===== src/rtl/fifo_rd_packer.sv =====
// -----------------------------------------------------------------------------
// fifo_rd_packer
//
// Read-side consumer of the byte-wide async FIFO. It runs entirely in the FIFO
// read clock domain. It pops DATA_WIDTH-bit entries and packs PACK_RATIO
// consecutive entries into one wide word. The first popped entry goes into the
// least-significant slice. Each word is offered on a valid/ready stream.
// Popping is gated so that a byte is only fetched when there is room to store
// it. The block therefore never overfetches while it holds a word.
//
// Optional feature (define FIFO_PACK_FLUSH_EN):
//   A partially filled word is flushed downstream after FLUSH_CYCLES idle
//   cycles. out_count then reports the number of valid bytes, and the unfilled
//   upper slices are zero. Without the macro, a partial word waits for more
//   bytes indefinitely.
//
// Ports:
//   rd_clk      in   FIFO read-domain clock; all state changes on its rising edge
//   rst         in   synchronous, active-high reset
//   fifo_empty  in   FIFO empty flag
//   fifo_dout   in   FIFO read data, valid the cycle after an accepted pop
//   fifo_rd_en  out  FIFO pop request
//   out_data    out  packed word (first-popped byte in the LSB slice)
//   out_count   out  number of valid bytes in out_data
//   out_valid   out  packed word available
//   out_ready   in   downstream accepts the word
// -----------------------------------------------------------------------------
module fifo_rd_packer #(
  parameter int DATA_WIDTH   = 8,
  parameter int PACK_RATIO   = 4,
  parameter int FLUSH_CYCLES = 16
) (
  input  logic                             rd_clk,
  input  logic                             rst,
  input  logic                             fifo_empty,
  input  logic [DATA_WIDTH-1:0]            fifo_dout,
  output logic                             fifo_rd_en,
  output logic [DATA_WIDTH*PACK_RATIO-1:0] out_data,
  output logic [$clog2(PACK_RATIO):0]      out_count,
  output logic                             out_valid,
  input  logic                             out_ready
);

  localparam int CNT_W  = $clog2(PACK_RATIO) + 1;
  localparam int WORD_W = DATA_WIDTH * PACK_RATIO;

  typedef enum logic {
    FILL = 1'b0,
    HOLD = 1'b1
  } state_t;

  state_t              state_q, state_d;
  logic [CNT_W-1:0]    cnt_q, cnt_d;
  logic                inflight_q, inflight_d;
  logic [WORD_W-1:0]   data_q, data_d;
  logic [CNT_W-1:0]    count_q, count_d;
  logic                valid_q, valid_d;
  logic                flush_fire;

`ifdef FIFO_PACK_FLUSH_EN
  localparam int IDLE_W = $clog2(FLUSH_CYCLES + 1);

  logic [IDLE_W-1:0] idle_q;
  logic              idle_cond;

  // Idle means a partial word is held and no byte is arriving this cycle.
  assign idle_cond  = (state_q == FILL) && (cnt_q != '0) &&
                      (cnt_q < CNT_W'(PACK_RATIO)) && !inflight_q;
  // Fires on the cycle whose closing edge brings the idle count to FLUSH_CYCLES.
  assign flush_fire = idle_cond && (idle_q == IDLE_W'(FLUSH_CYCLES - 1));

  // Any capture, or leaving FILL, breaks the idle run and clears the counter.
  always_ff @(posedge rd_clk) begin
    if (rst) begin
      idle_q <= '0;
    end else if (idle_cond) begin
      idle_q <= idle_q + IDLE_W'(1);
    end else begin
      idle_q <= '0;
    end
  end
`else
  assign flush_fire = 1'b0;
`endif

  // The occupancy term counts the byte already on its way. With it, the slots
  // left can never be oversubscribed, so cnt stops at PACK_RATIO. A flush
  // blocks popping on its own cycle, so no byte arrives after the word is
  // frozen.
  assign fifo_rd_en = !rst && (state_q == FILL) && !fifo_empty && !flush_fire &&
                      ((cnt_q + CNT_W'(inflight_q)) < CNT_W'(PACK_RATIO));

  // NOTE: every variable gets its hold value first, so no path through the
  // case leaves one unassigned. This keeps the process free of inferred latches.
  always_comb begin
    state_d    = state_q;
    cnt_d      = cnt_q;
    data_d     = data_q;
    count_d    = count_q;
    valid_d    = valid_q;
    inflight_d = fifo_rd_en;

    case (state_q)
      FILL: begin
        if (inflight_q) begin
          data_d[DATA_WIDTH*int'(cnt_q) +: DATA_WIDTH] = fifo_dout;
          cnt_d = cnt_q + CNT_W'(1);
          if (cnt_q == CNT_W'(PACK_RATIO - 1)) begin
            valid_d = 1'b1;
            count_d = CNT_W'(PACK_RATIO);
            state_d = HOLD;
          end
        end else if (flush_fire) begin
          valid_d = 1'b1;
          count_d = cnt_q;
          state_d = HOLD;
        end
      end
      HOLD: begin
        // out_valid is high exactly while in HOLD, so out_ready is a handshake here.
        if (out_ready) begin
          valid_d = 1'b0;
          cnt_d   = '0;
          data_d  = '0;
          count_d = '0;
          state_d = FILL;
        end
      end
      default: state_d = FILL;
    endcase
  end

  // NOTE: state registers use non-blocking assignments. All flops then sample
  // the pre-edge values, whatever order the simulator evaluates them in.
  // NOTE: the data register is reset along with the control state. out_data is
  // a visible output and must read zero after reset.
  always_ff @(posedge rd_clk) begin
    if (rst) begin
      state_q    <= FILL;
      cnt_q      <= '0;
      inflight_q <= 1'b0;
      data_q     <= '0;
      count_q    <= '0;
      valid_q    <= 1'b0;
    end else begin
      state_q    <= state_d;
      cnt_q      <= cnt_d;
      inflight_q <= inflight_d;
      data_q     <= data_d;
      count_q    <= count_d;
      valid_q    <= valid_d;
    end
  end

  assign out_data  = data_q;
  assign out_count = count_q;
  assign out_valid = valid_q;

endmodule


===== config.mk =====
export PLATFORM = sky130hd
export DESIGN_NAME = fifo_rd_packer
export DESIGN_NICKNAME = d
export VERILOG_FILES = /design/src/rtl/fifo_rd_packer.sv
export SDC_FILE = /design/constraint.sdc
export NUM_CORES = 1
export LEC_CHECK = 0
export ABC_AREA = 1
export CORE_MARGIN = 2
export CORE_UTILIZATION = 61
export CTS_CLUSTER_SIZE = 25
export DETAILED_ROUTE_END_ITERATION = 8
export DONT_BUFFER_PORTS = 1
export PLACE_DENSITY_LB_ADDON = 0.3
export SKIP_CTS_REPAIR_TIMING = 1
export SLEW_MARGIN = 20
export SYNTH_ARGS = -nofsm -noshare
export SYNTH_HDL_FRONTEND = slang
export SYNTH_SLANG_ARGS = --single-unit

===== constraint.sdc =====
create_clock -name rd_clk -period 2 [get_ports rd_clk]
set_input_delay 0.2 -clock rd_clk [delete_from_list [all_inputs] [get_ports rd_clk]]
set_output_delay 0.2 -clock rd_clk [all_outputs]
set_load 0.01 [all_outputs]

Yosys cells after proc, flatten, opt, wreduce, memory -nomap -nowiden
Index checks and enable logic that the tools add are counted.

Add/sub/neg operators: 3. Equal/unequal tests: 4. Shifts and indexed selects: 2. Bitwise operators: 1. Mux-type cells: 18. Reduce and logical (&&, ||, !) cells: 7. Magnitude comparators: 1.

Operators by type and width (count): $mux 32 (2); $pmux 32 s2 (1); $neg 6->33 (1); $shift 8x33->32 const A (1); $shiftx 8x33->32 (1); $bwmux 32 (1); $mux 3 (4); $pmux 3 s2 (2); $mux 1 (6); $ne 2x2->1 const B (2); $pmux 1 s2 (2); $add 3x1->3 (1); $add 3x1->3 const B (1); $eq 3x2->1 const B (1); $logic_and 1x1->1 (3); $lt 3x3->1 const B (1); $reduce_and 3->1 (1); $logic_not 1->1 (2); $ne 2x1->1 const B (1); $reduce_and 2->1 (1); $not 1->1 (1).

Word-level logic and storage cells: 42. Output and inout bits: 37. Register bits after elaboration: 41.

Logic depth before layout (Yosys ltp)
Word-level depth: 5. Gate-level depth with buffers: 11. Mapped depth without buffers: 11.

Worst setup path before layout
Ideal clock, no wire load.

Path kind: register to register. Start: reg cnt_q[0]. End: reg data_q[18] (netlist: out_data[18]). Stages on the path, launching flop included: 11. Slack: 0.183 ns. Data arrival time: 1.703 ns. Required time: 1.887 ns. Library setup time: 0.113 ns. Cells stage by stage: dfxtp_1 -> inv_2 -> ha_1 -> ha_1 -> nand2_1 -> nor2_2 -> nand2_1 -> nand2_1 -> nand2_2 -> o21ai_1 -> nor2_1.

Cells in the longest elaborated chain, start to end: 5. Elaborated cells between the ends (all ways): 6. Those cells by class: add/sub: 1; shift: 2; mux: 3.

RTL lines: from (decl) (RTL line 53) `logic [CNT_W-1:0] cnt_q, cnt_d;`; from (signal assigned) (RTL line 147) `cnt_q <= cnt_d;`; $neg 6->33 * (RTL line 106) `data_d[DATA_WIDTH*int'(cnt_q) +: DATA_WIDTH] = fifo_dout;`; $shiftx 8x33->32 or $shift 8x33->32 (tied branches) (RTL line 106); $bwmux 32 * (RTL line 106); $mux 32 * (RTL line 105) `if (inflight_q) begin`; $pmux 32 s2 * (RTL line 103) `case (state_q)`; to (signal assigned) (RTL line 149) `data_q <= data_d;`; to (decl) (RTL line 55) `logic [WORD_W-1:0] data_q, data_d;`.

Mark *: on every way between the ends. The rest lies on a longest branch, timed or not. The select of a mux whose other input is x is not followed. A chain may end at the register's enable or synchronous reset.

Worst setup path in the final report
Start: reg state_q. End: out fifo_rd_en.

Cells in the longest elaborated chain, start to end: 4.

RTL lines: from (decl) (RTL line 52) `state_t state_q, state_d;`; from (signal assigned) (RTL line 146) `state_q <= state_d;`; $not 1->1; $logic_and 1x1->1 (3 in a row) (RTL line 90) `assign fifo_rd_en = !rst && (state_q == FILL) && !fifo_empty && !flush_fire &&`; to (decl) (RTL line 37) `output logic fifo_rd_en,`.

Every way passes these cells.

==> impl_metrics.ini <==
[synth]
synth_seq_cells = 38
ys_seq_area_frac = 0.454
netlist_area_um2 = 1680
syn_inst = 226
syn_avg_cell_area_um2 = 7.42
yosysWarningCount = 0
synthDistinctLibCells = 26

[outcome]
outcome = complete, no violations

[global_routing]
antenna_found_initial = 0
grt.overflow.total = 0
grt_max_degree = 35
grt_pass1_wl_mm = 5.95
grt_pass1_vias = 1285
grt_usage = 0.247

[place]
hpwlAfterDp_mm = 2.42
place_area_um2 = 1690
place_congestion = 0.877
io_buffers = 0

[clocking]
clock-sinks = 38
htreeDepth = 2
path_clk_slew_ps = 110
cts_root_buf = clkbuf_4
cts_buffers = 5
worstSkewPairLatency_ps = 350
cts_max_path_buffers = 2
cts_tree = yes

[route]
drt_iter0_markers = 75
wl_per_cell_um = 13.4
dr_total_vias = 1399
dr.pass1.iters = 4
wl_mm = 3.51
postRouteAntennaNets = 0
drc = 0
viasPerCell = 5.34

[setup_path]
timing.reg2reg.setup_slack_ps = 230
cp_max_fo = 8
cp-start-kind = register
critPathKind = reg2out
worst_ep_arrival_time_ps = 1610
required_ps = 1800
critPathCaptureType = output port

[timing]
rsz0062_at_grt = no
setup_viol = 0
drv_slew = 0
fin_skew_ps = 5.36
max_freq_mhz = 554
period_needed_ps = 1810
finalCritPeriodShare = 0.903
fin_tns_setup_ps = 0
hold_viol = 0
hold_ws_ps = 39.6

[cells_and_area]
n_antenna_cell = 0
layout-drive-gt1-share = 0.143
finish.utilization = 0.673
fin_nets = 246
layout_commonest_cell = nand2_1
stdcell_area_um2 = 1810
layout_common_cells = nand2_1, dfxtp_1, a21oi_1
area_growth_pct = 7.91

[hold_path]
hold_path.class = in2reg

[run]
maxCapViolCount = 0

[power]
peakVddDrop_v = 0.000659
p_leak_nw = 0.716
power_mw = 1.33
power.density_nw_per_um2 = 735

[floorplanning]
die_w_um = 56.4
die_y_um = 56.4
num_rows = 19
io_pins = 49
core_area_um2 = 2690
dieArea_um2 = 3180
initial_core_util = 0.624
[sequential cells by signal, summed over array words and instances (netlist names)]
| name | flops |
|---|---|
| state_q | 1 |
| out_count | 1 |
| out_data | 32 |
| inflight_q | 1 |
| cnt_q | 3 |
[area by class of cell]
class                   instances  area (um2)
fillers                       245         877
multi-input cells             157         801
flip-flops and latches         38         768
inverters                      24        92.6
clock buffers                   6        51.3
repair buffers                  4        45.0
well taps                      31        38.8
clock inverters                 2        12.5
[critical path, stage by stage, from the launching register on]
cell      delay [ps]
dfxtp_1          390
inv_1            220
nand2_1           80
nor3_1           200
a21boi_0         360
[kinds of logic (layout without fill, tap and decap cells)]
group           after synthesis  after routing  share of synthesized area
simple gates                110            110                      0.298
compound gates               41             41                      0.132
flops                        38             38                      0.454
buf+inv                      32             36                     0.0843
fa+ha+maj                     4              4                     0.0299
other cells                   1              2                    0.00224
[power breakdown]
part / internal (mW) / switching, mW
Clock: 0.169 / 0.255
Combinational: 0.0409 / 0.0852
Sequential: 0.767 / 0.0125
Total: 0.977 / 0.353
[metal layers]
layer | wire (um) | up-vias | track usage
met5 | 0 | - | 0
li1 | - | 727 | -
met3 | 320 | 5 | 0.115
met4 | 37 | 0 | 0.0918
met1 | 1520 | 617 | 0.313
met2 | 1630 | 50 | 0.367
[cells in the mapped netlist (all sizes together)]
master	number	area, um2
nand2	62	240
a211oi	1	7.51
o21ai	5	28.8
a21oi	32	164
nand4	2	12.5
a21boi	2	15.0
conb	1	3.75
dfxtp	38	761
or2	1	6.26
ha	4	50.1
buf	4	33.8
clkbuf	4	15.0
nand3	15	75.1
nor3	2	10.0
o22ai	1	6.26
inv	24	92.6
nor2	28	155
[worst paths after layout]
| kind | end | startpoint | depth (start not counted) |
|---|---|---|---|
| min reg2reg | out_data[2] | out_data[2] | 2 |
| min | inflight_q | fifo_empty | 2 |
| max reg2reg | out_data[28] | cnt_q[0] | 9 |
| max | fifo_rd_en | state_q | 4 |
[metrics by stage]
stage                     instances  setup slack (ps)
after detailed placement        252               126
after global routing            262              15.5
after global placement          252               157
after CTS                       260              94.9
after floorplan                 227               183
final                           262               194
Power figures use the tool's default switching activity.
